### src/rtl/strength_resolver.sv
// Multi-driver net strength resolver with optional charge-hold decay.
// One registered result per accepted driver set, valid/ready on both sides.
module strength_resolver #(
  parameter int WIDTH = 8,
  parameter int NDRV  = 3,
  parameter int DECAY = 0
) (
  input  logic                    clk,
  input  logic                    rst_n,
  input  logic                    in_valid,
  output logic                    in_ready,
  input  logic [NDRV*WIDTH*2-1:0] drv_val,
  input  logic [NDRV*3-1:0]       drv_str,
  output logic                    out_valid,
  input  logic                    out_ready,
  output logic [WIDTH*2-1:0]      out_val,
  output logic [WIDTH-1:0]        out_conflict,
  output logic [15:0]             conflict_cnt,
  input  logic                    clr_cnt
);

  localparam int CW = (DECAY > 0) ? $clog2(DECAY + 1) : 1;
  localparam logic [CW-1:0] DECAY_L = CW'(DECAY);

  logic                     in_fire;
  logic [WIDTH*2-1:0]       res_val;
  logic [WIDTH-1:0]         res_conf;
  logic [WIDTH-1:0]         res_present;
  logic [WIDTH*2-1:0]       fin_val;
  logic [WIDTH*2-1:0]       chg_val;
  logic [WIDTH-1:0]         chg_ok;
  logic [WIDTH-1:0][CW-1:0] hold_cnt;

  logic [2:0] maxs;
  logic [2:0] s;
  logic [1:0] code;
  logic       has0, has1, hasx;

  assign in_ready = !out_valid || out_ready;
  assign in_fire  = in_valid && in_ready;

  // Two passes per bit: find the winning strength, then classify its participants.
  always_comb begin
    res_val     = '0;
    res_conf    = '0;
    res_present = '0;
    maxs = '0;
    s    = '0;
    code = '0;
    has0 = 1'b0;
    has1 = 1'b0;
    hasx = 1'b0;
    for (int unsigned b = 0; b < WIDTH; b++) begin
      maxs = '0;
      has0 = 1'b0;
      has1 = 1'b0;
      hasx = 1'b0;
      for (int unsigned d = 0; d < NDRV; d++) begin
        code = drv_val[d*WIDTH*2 + b*2 +: 2];
        s    = drv_str[d*3 +: 3];
        if (code != 2'b11 && s != 3'd0 && s > maxs) maxs = s;
      end
      for (int unsigned d = 0; d < NDRV; d++) begin
        code = drv_val[d*WIDTH*2 + b*2 +: 2];
        s    = drv_str[d*3 +: 3];
        if (code != 2'b11 && s != 3'd0 && s == maxs) begin
          case (code)
            2'b00:   has0 = 1'b1;
            2'b01:   has1 = 1'b1;
            default: hasx = 1'b1;
          endcase
        end
      end
      res_present[b] = (maxs != 3'd0);
      res_conf[b]    = has0 && has1;
      if (maxs == 3'd0)            res_val[b*2 +: 2] = 2'b11;
      else if (hasx || (has0 && has1)) res_val[b*2 +: 2] = 2'b10;
      else if (has1)               res_val[b*2 +: 2] = 2'b01;
      else                         res_val[b*2 +: 2] = 2'b00;
    end
  end

  // Undriven bits fall back to stored charge, which decays to x after DECAY holds.
  always_comb begin
    fin_val = '0;
    for (int unsigned b = 0; b < WIDTH; b++) begin
      if (res_present[b])                 fin_val[b*2 +: 2] = res_val[b*2 +: 2];
      else if (DECAY == 0 || !chg_ok[b])  fin_val[b*2 +: 2] = 2'b11;
      else if (hold_cnt[b] < DECAY_L)     fin_val[b*2 +: 2] = chg_val[b*2 +: 2];
      else                                fin_val[b*2 +: 2] = 2'b10;
    end
  end

  always_ff @(posedge clk or negedge rst_n) begin
    if (!rst_n) begin
      chg_val  <= '1;
      chg_ok   <= '0;
      hold_cnt <= '0;
    end else if (in_fire) begin
      for (int unsigned b = 0; b < WIDTH; b++) begin
        if (res_present[b]) begin
          chg_val[b*2 +: 2] <= res_val[b*2 +: 2];
          chg_ok[b]         <= 1'b1;
          hold_cnt[b]       <= '0;
        end else if (chg_ok[b] && hold_cnt[b] < DECAY_L) begin
          hold_cnt[b] <= hold_cnt[b] + 1'b1;
        end
      end
    end
  end

  always_ff @(posedge clk or negedge rst_n) begin
    if (!rst_n) begin
      out_valid    <= 1'b0;
      out_val      <= '1;
      out_conflict <= '0;
    end else if (in_fire) begin
      out_valid    <= 1'b1;
      out_val      <= fin_val;
      out_conflict <= res_conf;
    end else if (out_ready) begin
      out_valid <= 1'b0;
    end
  end

  always_ff @(posedge clk or negedge rst_n) begin
    if (!rst_n)
      conflict_cnt <= '0;
    else if (clr_cnt)
      conflict_cnt <= '0;
    else if (in_fire && (|res_conf) && conflict_cnt != 16'hFFFF)
      conflict_cnt <= conflict_cnt + 16'd1;
  end

endmodule

### config.mk
export PLATFORM = sky130hd
export DESIGN_NAME = strength_resolver
export DESIGN_NICKNAME = d
export VERILOG_FILES = /design/src/rtl/strength_resolver.sv
export SDC_FILE = /design/constraint.sdc
export NUM_CORES = 1
export LEC_CHECK = 0
export CORE_ASPECT_RATIO = 0.7
export CORE_MARGIN = 3
export CORE_UTILIZATION = 51
export DETAILED_ROUTE_END_ITERATION = 10
export PLACE_DENSITY = 0.79
export SLEW_MARGIN = 20
export SYNTH_ARGS = -nofsm -noshare
export SYNTH_HDL_FRONTEND = slang
export SYNTH_SLANG_ARGS = --single-unit
### constraint.sdc
create_clock -name clk -period 2.1 [get_ports clk]
set_input_delay 0.42 -clock clk [delete_from_list [all_inputs] [get_ports clk]]
set_output_delay 0.42 -clock clk [all_outputs]
set_load 0.02 [all_outputs]
==> flow_metrics.py, run 1 <==
metrics = {
    "outcome": {
        "status": "did not finish",
        "stop_stage": "clock tree synthesis (4_1_cts)",
        "error": "[ERROR DPL-0038] Utilization greater than 100%, impossible to legalize",
    },
    "place": {
        "dp.cells": 1432,
        "port_buffers": 103,
        "hpwl_mm": 22.62,
        "postPlaceCellArea_sq_um": 10360,
        "gp_congestion": 1.005,
        "dp_slack_ns": -3.815,
    },
    "synth": {
        "async_flop_share_pct": 100.0,
        "synth_cell_types": 95,
        "synth_edf_count": 0,
        "ys_seq_area_share_pct": 15.90,
        "netlist_instances": 887,
        "ys_seq_elements": 41,
        "syn_area_per_cell_sq_um": 7.418,
        "yosysTopAreaCell": "dfrtp_1",
        "synth_area_leaders": "dfrtp_1 (9.5%), ha_1 (9.3%), dfstp_2 (6.4%)",
        "netlist_area_sq_um": 6580,
        "synth_fp_nets": 998,
        "ys.flop_type": "dfrtp_1",
        "yosysWarningCount": 0,
        "synth_top_cell_area_share_pct": 9.508,
    },
    "floorplanning": {
        "rows": 34,
        "die_y_um": 101.0,
        "ios": 104,
        "initial_core_util_pct": 52.61,
        "dieWidth_um": 141.8,
    },
    "clock_network": {
        "clock-sinks": 41,
        "clk_path_buf_depth": 2,
        "cts_made_buffers": 5,
        "hold_buffers": 0,
        "htree_levels": 2,
        "ctsResizeCount": 351,
        "postCtsSetupBuffers": 93,
        "root_buffer": "clkbuf_16",
    },
}
-- synth_stat cells, types with 10 or more instances --
master,count
nand2_1,81
a21oi_1,75
nor2_1,63
inv_1,56
ha_1,49
o21ai_0,39
nor3_1,31
nand3_1,30
dfrtp_1,25
xnor2_1,25
mux2i_1,23
a211oi_1,21
clkbuf_1,21
o21a_1,19
nor2b_1,17
dfstp_2,16
or3_1,15
o211ai_1,14
a31oi_1,13
a221oi_1,11
a311oi_1,11
o31ai_1,11
and3_1,10
buf_2,10
-- stage by stage --
step / TNS [ns] / hold slack [ns]
global placement: -128.06 / 0.4618
floorplan: -98.08 / 0.1244
detailed placement: -133.75 / 0.4639
-- cells by family after synthesis --
logic type	share of synthesized area, %
flip-flops	15.90
AO/OA/AOI/OAI	34.51
buffers and inverters	7.207
XOR/XNOR	4.259
AND/OR/NAND/NOR	24.24
multiplexers	4.563
adder cells (fa/ha/maj)	9.317
==> inputs of run 2 (changes only) <==
CORE_ASPECT_RATIO = unset   (was 0.7)
CORE_UTILIZATION = 40   (was 51)
PLACE_DENSITY = unset   (was 0.79)
PLACE_DENSITY_LB_ADDON = 0.15   (was unset)
clock period = 2.7 ns   (was 2.1 ns; I/O delays follow)
==> run 2 against run 1 <==
The flow now finishes, with violations (negative setup slack). Area after synthesis is the same. Synthesized cell count stayed put.
==> flow_metrics.py, run 2 <==
metrics = {
    "sta": {
        "drv_slew": 0,
        "period_share_pct": 207.8,
        "timing.final.ws_setup_ns": -2.911,
        "clock.fmax_mhz": 178.2,
        "rsz0062_at_grt": "true",
        "final_period_minus_worst_setup_slack_ns": 5.611,
        "worst_slew_pin_slew_ns": 0.8947,
        "hold_violations": 0,
        "max_slew_margin_pct": 40.35,
        "hold_ws_ns": 0.3459,
        "finalSetupViolCount": 40,
        "worst_clock_skew_ns": 0.007467,
    },
    "synth": {
        "synth_common_cells": "nand2_1 (81), a21oi_1 (75), nor2_1 (63)",
        "synth_cell_types": 95,
        "async_flop_share_pct": 100.0,
        "yosysTopAreaCell": "dfrtp_1",
        "synth-adder-area-share_pct": 9.317,
        "synthMuxAreaShare_pct": 4.564,
        "ys_seq_area_share_pct": 15.90,
        "syn_area_per_cell_sq_um": 7.418,
        "ys_seq_elements": 41,
        "yosysWarningCount": 0,
        "synthSimpleGateAreaFrac_pct": 24.24,
        "synth_compound_area_share_pct": 34.51,
        "synth_edf_count": 0,
        "synth_area_leaders": "dfrtp_1 (9.5%), ha_1 (9.3%), dfstp_2 (6.4%)",
        "synth_fp_nets": 998,
        "synth_top_cell_area_share_pct": 9.508,
        "netlist_area_sq_um": 6580,
        "ys.flop_type": "dfrtp_1",
        "synth_top_family_by_area": "compound AO/OA/AOI/OAI gates",
        "netlist_instances": 887,
        "synth_xor_xnor_area_share_pct": 4.259,
        "yosysMostFrequentCell": "nand2_1",
    },
    "routing": {
        "wl_per_cell_um": 26.58,
        "wirelength_mm": 43.99,
        "drc": 0,
        "first_pass_iters": 8,
        "drtIter0Drc": 1701,
        "final_antenna_net_count": 0,
        "vias": 11346,
        "vias_per_cell": 6.856,
    },
    "setup_path": {
        "reg2reg_depth": 11,
        "required_ns": 2.93,
        "critPathLaunchType": "primary input",
        "worstSetupStartpoint": "drv_val[3]",
        "crit_path_end": "conflict_cnt[3]$_DFFE_PN0P_",
        "rr_startpoint": "conflict_cnt[3]$_DFFE_PN0P_",
        "crit_path_end_kind": "flop",
        "regToRegSetupSlack_ns": 0.01,
        "critical_path_class": "in -> reg",
        "r2r-end": "conflict_cnt[3]$_DFFE_PN0P_",
        "arrival_ns": 5.84,
        "crit_path_max_fanout": 7,
    },
    "floorplanning": {
        "dieWidth_um": 134.3,
        "core_area_sq_um": 16000,
        "die_y_um": 134.3,
        "rows": 46,
        "ios": 104,
        "die_area_sq_um": 18030,
        "initial_core_util_pct": 41.12,
    },
    "cells_and_area": {
        "multiInputGateArea_sq_um": 6990,
        "stdcell_count": 1655,
        "fin_nets": 1548,
        "mostFrequentLayoutCells": "buf_4 (414), clkdlybuf4s50_1 (80), buf_6 (67)",
        "final_common_cell": "buf_4",
        "ff_latch_area_sq_um": 1046,
        "synthToLayoutAreaGrowth_pct": 109.6,
        "num-fill-cells": 786,
        "drive_above_1_share_pct": 58.62,
        "largestRegisters": "conflict_cnt x16, out_val x16, out_conflict x8",
        "fin_util_pct": 86.18,
    },
    "flow_run": {
        "max_cap_violations": 0,
    },
    "place": {
        "hpwl_mm": 21.40,
        "port_buffers": 103,
        "gp_congestion": 0.9774,
        "dp.cells": 1476,
    },
    "global_route": {
        "antenna_found_initial": 1,
        "grt.overflow.total": 0,
        "grt_pass1_vias": 10063,
        "grt_pass1_wl_mm": 53.40,
        "grt_max_degree": 37,
        "track_usage_pct": 37.03,
    },
    "power_and_ir_drop": {
        "ir_drop_mv": 0.3087,
        "powerDensity_nw_per_um2": 416.5,
        "p_leak_uw": 0.005903,
        "power.total_uw": 5743,
    },
    "clock_network": {
        "cts_made_buffers": 5,
        "clk_latency_ns": 0.31,
        "clock-sinks": 41,
        "root_buffer": "clkbuf_16",
        "cts_tree": "built",
        "clk_path_buf_depth": 2,
        "clk_pin_slew_ns": 0.07,
        "htree_levels": 2,
        "hold_buffers": 0,
    },
    "outcome": {
        "status": "finished with violations",
        "violations": "negative setup slack",
    },
    "hold_path": {
        "hold_class": "in -> async",
    },
}
-- run 2: cell counts after synthesis --
Identical to the previous run, type by type.
-- run 2: layout make-up --
class / count / share of cell area, %
clock inverters: 3 / 0.1815
multi-input cells: 743 / 50.69
flip-flops and latches: 41 / 7.585
diodes: 1 / 0.01815
inverters: 59 / 1.842
clock buffers: 5 / 0.9074
well taps: 216 / 1.960
repair buffers: 587 / 36.81
-- run 2: logic make-up after synthesis --
| kind of cell | after synthesis |
|---|---|
| AOI/OAI and AO/OA | 323 |
| xor gates and xnor gates | 32 |
| adders and majority gates | 49 |
| buffers and inverters | 104 |
| DFF | 41 |
| muxes | 28 |
| and+or+nand+nor | 310 |
-- run 2: how the worst min path moves through the flow --
stage | end | slack [ns] | cells past startpoint
after global placement | out_conflict[5]$_DFFE_PN0P_ | 0.46 | 2
after global routing | out_conflict[7]$_DFFE_PN0P_ | 0.40 | 1
after floorplan | conflict_cnt[0]$_DFFE_PN0P_ | 0.24 | 0
after CTS | out_conflict[7]$_DFFE_PN0P_ | 0.38 | 1
after detailed placement | out_conflict[0]$_DFFE_PN0P_ | 0.46 | 2
final | out_conflict[7]$_DFFE_PN0P_ | 0.35 | 1
-- run 2: per-layer routing --
metal | vias up | part of all wire (%) | track usage, %
met5 | - | 0 | 0
met4 | 0 | 11 | 22.17
met3 | 477 | 11 | 7.689
met2 | 1109 | 43 | 60.98
met1 | 5258 | 34 | 44.45
li1 | 4502 | - | -
-- run 2: worst max-delay path, stage by stage --
cell	delay, ns
clkdlybuf4s15_2	0.22
buf_4	0.18
a21oi_1	0.22
ha_1	0.27
nand3_1	0.21
o211a_4	0.31
mux2i_4	0.37
ha_4	0.27
nor2b_1	0.13
o21a_1	0.19
o21a_2	0.27
buf_6	0.16
a21oi_1	0.17
o21ai_0	0.20
nor4_2	0.32
buf_4	0.19
inv_1	0.05
o31a_1	0.39
nand4_2	0.17
o21ai_4	0.08
buf_12	0.16
buf_4	0.13
buf_6	0.11
or3_1	0.32
a21oi_1	0.18
-- run 2: where the power goes --
part | leakage [uW] | switching, uW | internal (uW)
clock network | 0.0000704 | 317 | 349
logic | 0.00532 | 2190 | 2120
registers | 0.000513 | 46.6 | 728
total | 0.00590 | 2550 | 3190
-- run 2: metrics by stage --
stage | area [sq um] | worst slack, ns | setup TNS [ns]
2_1_floorplan | 6942 | -2.597 | -78.88
3_3_place_gp | 10380 | -3.262 | -108.66
4_1_cts | 12410 | -2.333 | -74.43
6_report | 13790 | -2.911 | -92.56
3_5_place_dp | 10380 | -3.318 | -110.26
5_1_grt | 13790 | -2.941 | -95.02
-- run 2: what timing repair did --
item,4_1_cts,5_1_grt
pin swaps,127,116
endpoints found under the setup margin,40,40
buffers inserted,129,48
cloned,4,0
gates resized for setup,297,214
Power figures use the tool's default switching activity.
==> inputs of run 3 (changes only) <==
ABC_CLOCK_PERIOD_IN_PS = 2700   (was unset)
CTS_BUF_LIST = sky130_fd_sc_hd__clkbuf_4 sky130_fd_sc_hd__clkbuf_8   (was unset)
==> run 3 against run 2 <==
The run still ends with negative setup slack left. Die area unchanged. Worst setup slack improved by 0.10 ns. First-iteration DRC count increased by 2.9%. Clock power decreased by 28%. Worst hold slack got worse by 0.028 ns. Critical path depth increased by 3. Clock-buffer cell count unchanged. Combinational power decreased by 3%. Via count decreased by 2.6%. Critical endpoint is now conflict_cnt[6]$_DFFE_PN0P_. Highest routed layer unchanged.
==> flow_metrics.py, run 3 (synthesis gave the netlist of run 2 again) <==
metrics = {
    "routing": {
        "vias": 11052,
        "drc": 0,
        "first_pass_iters": 7,
        "final_antenna_net_count": 0,
        "wl_per_cell_um": 25.27,
        "vias_per_cell": 6.686,
        "drtIter0Drc": 1750,
        "wirelength_mm": 41.78,
    },
    "setup_path": {
        "required_ns": 2.94,
        "reg2reg_depth": 9,
        "crit_family": "compound AO/OA/AOI/OAI gates",
        "crit_path_end_kind": "flop",
        "r2r-end": "conflict_cnt[10]$_DFFE_PN0P_",
        "critPathLaunchType": "primary input",
        "regToRegSetupSlack_ns": 0,
        "crit_path_max_fanout": 8,
        "slowest_delay_ns": 0.56,
        "crit_path_end": "conflict_cnt[6]$_DFFE_PN0P_",
        "worstSetupStartpoint": "drv_str[2]",
        "crit_cells": 28,
        "rr_startpoint": "conflict_cnt[3]$_DFFE_PN0P_",
        "arrival_ns": 5.75,
        "critPathSlowestCell": "or4_4",
        "critical_path_class": "in -> reg",
        "critPathBufInv": 7,
        "crit_top_cell": "buf_12",
    },
    "clock_network": {
        "clock-sinks": 41,
        "clk_latency_ns": 0.33,
        "clk_path_buf_depth": 2,
        "htree_levels": 2,
        "cts_made_buffers": 5,
        "clk_pin_slew_ns": 0.10,
        "hold_buffers": 0,
        "root_buffer": "clkbuf_8",
        "cts_tree": "built",
    },
    "floorplanning": {
        "die_area_sq_um": 18030,
        "ios": 104,
        "dieWidth_um": 134.3,
        "core_area_sq_um": 16000,
        "die_y_um": 134.3,
        "rows": 46,
        "initial_core_util_pct": 41.12,
    },
    "place": {
        "dp_slack_ns": -3.318,
        "postPlaceCellArea_sq_um": 10380,
        "hpwl_mm": 21.40,
        "gp_congestion": 0.9774,
        "port_buffers": 103,
    },
    "global_route": {
        "antenna_found_initial": 0,
        "grt_max_degree": 37,
        "grt_pass1_vias": 10042,
        "track_usage_pct": 35.78,
        "grt_pass1_wl_mm": 51.87,
        "grt.overflow.total": 0,
    },
    "cells_and_area": {
        "diodes": 0,
        "synthToLayoutAreaGrowth_pct": 107.5,
        "ff_latch_area_sq_um": 1046,
        "finish.instance_area_sq_um": 13650,
        "fin_nets": 1547,
        "num-fill-cells": 814,
        "largestRegisters": "conflict_cnt x16, out_val x16, out_conflict x8",
        "mostFrequentLayoutCells": "buf_4 (419), clkdlybuf4s50_1 (80), nand2_1 (64)",
        "multiInputGateArea_sq_um": 6944,
        "final_common_cell": "buf_4",
        "drive_above_1_share_pct": 58.04,
        "fin_util_pct": 85.34,
    },
    "sta": {
        "max_slew_margin_pct": 41.84,
        "hold_violations": 0,
        "finalSetupViolCount": 40,
        "rsz0062_at_grt": "true",
        "period_share_pct": 203.9,
        "clock.fmax_mhz": 181.6,
        "final_period_minus_worst_setup_slack_ns": 5.506,
        "worst_slew_pin_slew_ns": 0.8724,
        "drv_slew": 0,
        "timing.final.ws_setup_ns": -2.806,
        "worst_clock_skew_ns": 0.008972,
    },
    "power_and_ir_drop": {
        "switching_power_uw": 2442,
        "clockPowerShare_pct": 8.8,
        "p_leak_uw": 0.005847,
        "powerDensity_nw_per_um2": 398.3,
        "seq_power_share_pct": 14.2,
        "pwr-share-comb_pct": 77.0,
        "ir_drop_mv": 0.2639,
        "power.internal_uw": 2997,
        "netSwitchingFraction_pct": 44.90,
    },
    "flow_run": {
        "max_cap_violations": 0,
    },
    "outcome": {
        "violations": "negative setup slack",
        "status": "finished with violations",
    },
    "hold_path": {
        "hold_class": "in -> async",
    },
}
[run 3: repair_timing]
| item | CTS | global route |
|---|---|---|
| resized for setup | 306 | 189 |
| setup endpoints to repair | 40 | 40 |
| pin swaps | 127 | 128 |
| buffers inserted | 123 | 58 |
| gates cloned | 4 | 0 |
[run 3: worst min path at each step]
stage | from | to | slack, ns | depth (start not counted)
floorplan | rst_n | conflict_cnt[0]$_DFFE_PN0P_ | 0.24 | 0
global placement | out_conflict[5]$_DFFE_PN0P_ | out_conflict[5]$_DFFE_PN0P_ | 0.46 | 2
detailed placement | out_conflict[0]$_DFFE_PN0P_ | out_conflict[0]$_DFFE_PN0P_ | 0.46 | 2
CTS | rst_n | conflict_cnt[3]$_DFFE_PN0P_ | 0.35 | 1
global route | rst_n | conflict_cnt[7]$_DFFE_PN0P_ | 0.39 | 1
finish | rst_n | out_conflict[7]$_DFFE_PN0P_ | 0.32 | 1
[run 3: power groups by stage]
stage               clock (uW)  sequential, uW  combinational, uW
detailed placement           0             778               2670
global placement             0             777               2640
CTS                        474             768               3320
floorplan                    0             870               1390
global route               502             780               4330
finish                     481             771               4190
[run 3: through the flow]
stage	setup TNS, ns	cells	power (uW)	hold WS (ns)
finish	-91.30	1653	5438	0.3175
floorplan	-78.88	887	2258	0.2444
CTS	-75.38	1607	4562	0.3466
global route	-95.39	1653	5610	0.3854
detailed placement	-110.26	1476	3453	0.4622
global placement	-108.66	1476	3420	0.4600
[run 3: worst register-to-register path, cell delays in order (launching register included)]
cell	delay, ns
dfrtp_1	0.46
and3_1	0.25
and3_1	0.24
nand4_1	0.14
nor2_1	0.10
a41oi_1	0.38
o21ai_4	0.15
buf_12	0.16
o31ai_1	0.54
a21oi_4	0.13
[run 3: per-layer routing]
layer | vias up | track usage [%] | wire length (um)
met5 | - | 0 | 0
met3 | 461 | 6.377 | 5029
met2 | 1014 | 59.11 | 18090
met1 | 5085 | 43.94 | 14330
met4 | 0 | 20.19 | 4333
li1 | 4492 | - | -
[run 3: final cells by class]
cell class / count / share of cell area [%]
multi-input cells: 743 / 50.86
repair buffers: 586 / 36.90
flip-flops and latches: 41 / 7.661
well taps: 216 / 1.979
inverters: 59 / 1.915
clock buffers: 5 / 0.5040
clock inverters: 3 / 0.1833
==> inputs of run 4 (changes only) <==
ABC_CLOCK_PERIOD_IN_PS = 4800   (was 2700)
clock period = 4.8 ns   (was 2.7 ns; I/O delays follow)
==> run 4 against run 3 <==
The flow still finishes with violations (negative setup slack). Power down 47%. Via count decreased by 11%. Worst setup slack improved by 1.9 ns. Wire length decreased by 17%. First-iteration DRC count shrank 45%. Critical endpoint is now conflict_cnt[7]$_DFFE_PN0P_. Largest cell class unchanged. Highest routed layer is now met5.
==> flow_metrics.py, run 4 (synthesis gave the netlist of run 2 again) <==
metrics = {
    "routing": {
        "drtIter0Drc": 962,
        "first_pass_iters": 7,
        "wl_per_cell_um": 22.50,
        "final_antenna_net_count": 0,
        "vias_per_cell": 6.328,
        "drc": 0,
        "wirelength_mm": 34.79,
        "vias": 9783,
    },
    "cells_and_area": {
        "num-fill-cells": 1009,
        "diodes": 0,
        "multiInputGateArea_sq_um": 6980,
        "finish.instance_area_sq_um": 12770,
        "drive_above_1_share_pct": 54.74,
        "synthToLayoutAreaGrowth_pct": 94.05,
        "fin_util_pct": 79.80,
        "fin_nets": 1440,
        "stdcell_count": 1546,
        "final_common_cell": "buf_4",
        "ff_latch_area_sq_um": 1046,
        "largestRegisters": "conflict_cnt x16, out_val x16, out_conflict x8",
        "mostFrequentLayoutCells": "buf_4 (331), clkdlybuf4s50_1 (80), nand2_1 (63)",
    },
    "setup_path": {
        "critical_path_class": "in -> reg",
        "crit_path_end_kind": "flop",
        "critPathBufInv": 5,
        "critPathSlowestCell": "a222oi_1",
        "crit_top_cell": "buf_6",
        "required_ns": 5.05,
        "crit_path_max_fanout": 8,
        "slowest_delay_ns": 0.49,
        "arrival_ns": 5.99,
        "crit_family": "compound AO/OA/AOI/OAI gates",
        "critPathLaunchType": "primary input",
    },
    "power_and_ir_drop": {
        "power.total_uw": 2895,
        "p_leak_uw": 0.005330,
        "ir_drop_mv": 0.1563,
        "powerDensity_nw_per_um2": 226.7,
    },
    "sta": {
        "clock.fmax_mhz": 174.4,
        "rsz0062_at_grt": "true",
        "final_period_minus_worst_setup_slack_ns": 5.735,
        "hold_violations": 0,
        "drv_slew": 0,
        "timing.final.ws_setup_ns": -0.9352,
        "period_share_pct": 119.5,
        "max_slew_margin_pct": 31.47,
        "worst_slew_pin_slew_ns": 1.028,
        "finalSetupViolCount": 31,
        "worst_clock_skew_ns": 0.007163,
    },
    "outcome": {
        "status": "finished with violations",
        "violations": "negative setup slack",
    },
    "place": {
        "dp_slack_ns": -1.651,
        "port_buffers": 103,
        "gp_congestion": 0.9910,
        "hpwl_mm": 19.56,
        "postPlaceCellArea_sq_um": 9881,
        "dp.cells": 1420,
    },
    "flow_run": {
        "max_cap_violations": 0,
    },
    "clock_network": {
        "clk_path_buf_depth": 2,
        "clk_latency_ns": 0.33,
        "root_buffer": "clkbuf_8",
        "cts_made_buffers": 5,
        "clk_pin_slew_ns": 0.10,
        "clock-sinks": 41,
        "cts_tree": "built",
        "htree_levels": 2,
        "hold_buffers": 0,
    },
    "global_route": {
        "antenna_found_initial": 1,
        "track_usage_pct": 31.01,
        "grt_max_degree": 42,
        "grt.overflow.total": 0,
        "grt_pass1_vias": 9109,
        "grt_pass1_wl_mm": 45.82,
    },
    "floorplanning": {
        "die_area_sq_um": 18030,
        "rows": 46,
        "initial_core_util_pct": 41.12,
        "die_y_um": 134.3,
        "core_area_sq_um": 16000,
        "dieWidth_um": 134.3,
        "ios": 104,
    },
    "hold_path": {
        "hold_class": "reg -> reg",
    },
}
run 4: cell types whose count changed in the layout (fill, tap and decap cells not counted), moves of 4 or more:
cell     delta
a21oi_1     -8
buf_4      -88
ha_1        +4
a21oi_2    +11
buf_12      -7
buf_6      -13
run 4: routing by layer:
layer / GRT usage (%) / wire length (um) / vias up
met1: 39.05 / 13160 / 4658
met5: 0 / 13 / -
met3: 5.401 / 2983 / 221
li1: - / - / 4293
met4: 13.52 / 2410 / 2
met2: 52.12 / 16220 / 609
run 4: stage by stage:
step / TNS [ns] / hold slack [ns]
global route: -19.69 / 0.5159
floorplan: -14.42 / 0.5316
detailed placement: -44.91 / 0.4622
global placement: -42.38 / 0.4673
finish: -14.77 / 0.4946
CTS: -8.206 / 0.4951
run 4: worst reg2reg max path: cells and delay by family, from the launching register on:
kind | cells | cell delay, ns
flip-flops | 1 | 0.46
AND/OR/NAND/NOR | 5 | 1.10
buffers and inverters | 1 | 0.20
AO/OA/AOI/OAI | 3 | 0.78
run 4: final timing paths:
kind,from,endpoint,slack [ns],cells past startpoint
min in group asynchronous,rst_n,out_valid$_DFFE_PN0P_,0.79,1
max in group asynchronous,rst_n,out_conflict[4]$_DFFE_PN0P_,3.36,1
max reg2reg,conflict_cnt[3]$_DFFE_PN0P_,conflict_cnt[7]$_DFFE_PN0P_,2.20,9
min reg2reg,out_conflict[0]$_DFFE_PN0P_,out_conflict[0]$_DFFE_PN0P_,0.49,2
max,drv_str[1],conflict_cnt[7]$_DFFE_PN0P_,-0.94,25
min,out_conflict[0]$_DFFE_PN0P_,out_conflict[0]$_DFFE_PN0P_,0.49,2
run 4: area by class of cell:
type                       count  area share (%)
clock inverter                 3          0.1960
inverter                      59           1.970
clock buffer                   5          0.5390
tap                          216           2.117
sequential                    41           8.192
timing repair buffer         479           32.32
multi-input combinational    743           54.67
run 4: what timing repair did:
item | 4_1_cts | 5_1_grt
setup endpoints to repair | 40 | 38
pin swaps | 110 | 118
resized for setup | 279 | 222
cloned | 3 | 1
buffers inserted | 78 | 46
run 4: power breakdown:
part / total (uW) / leakage (uW) / internal (uW) / switching (uW)
clock network: 273 / 0.0000452 / 107 / 167
logic: 2190 / 0.00477 / 1090 / 1100
registers: 433 / 0.000513 / 409 / 23.5
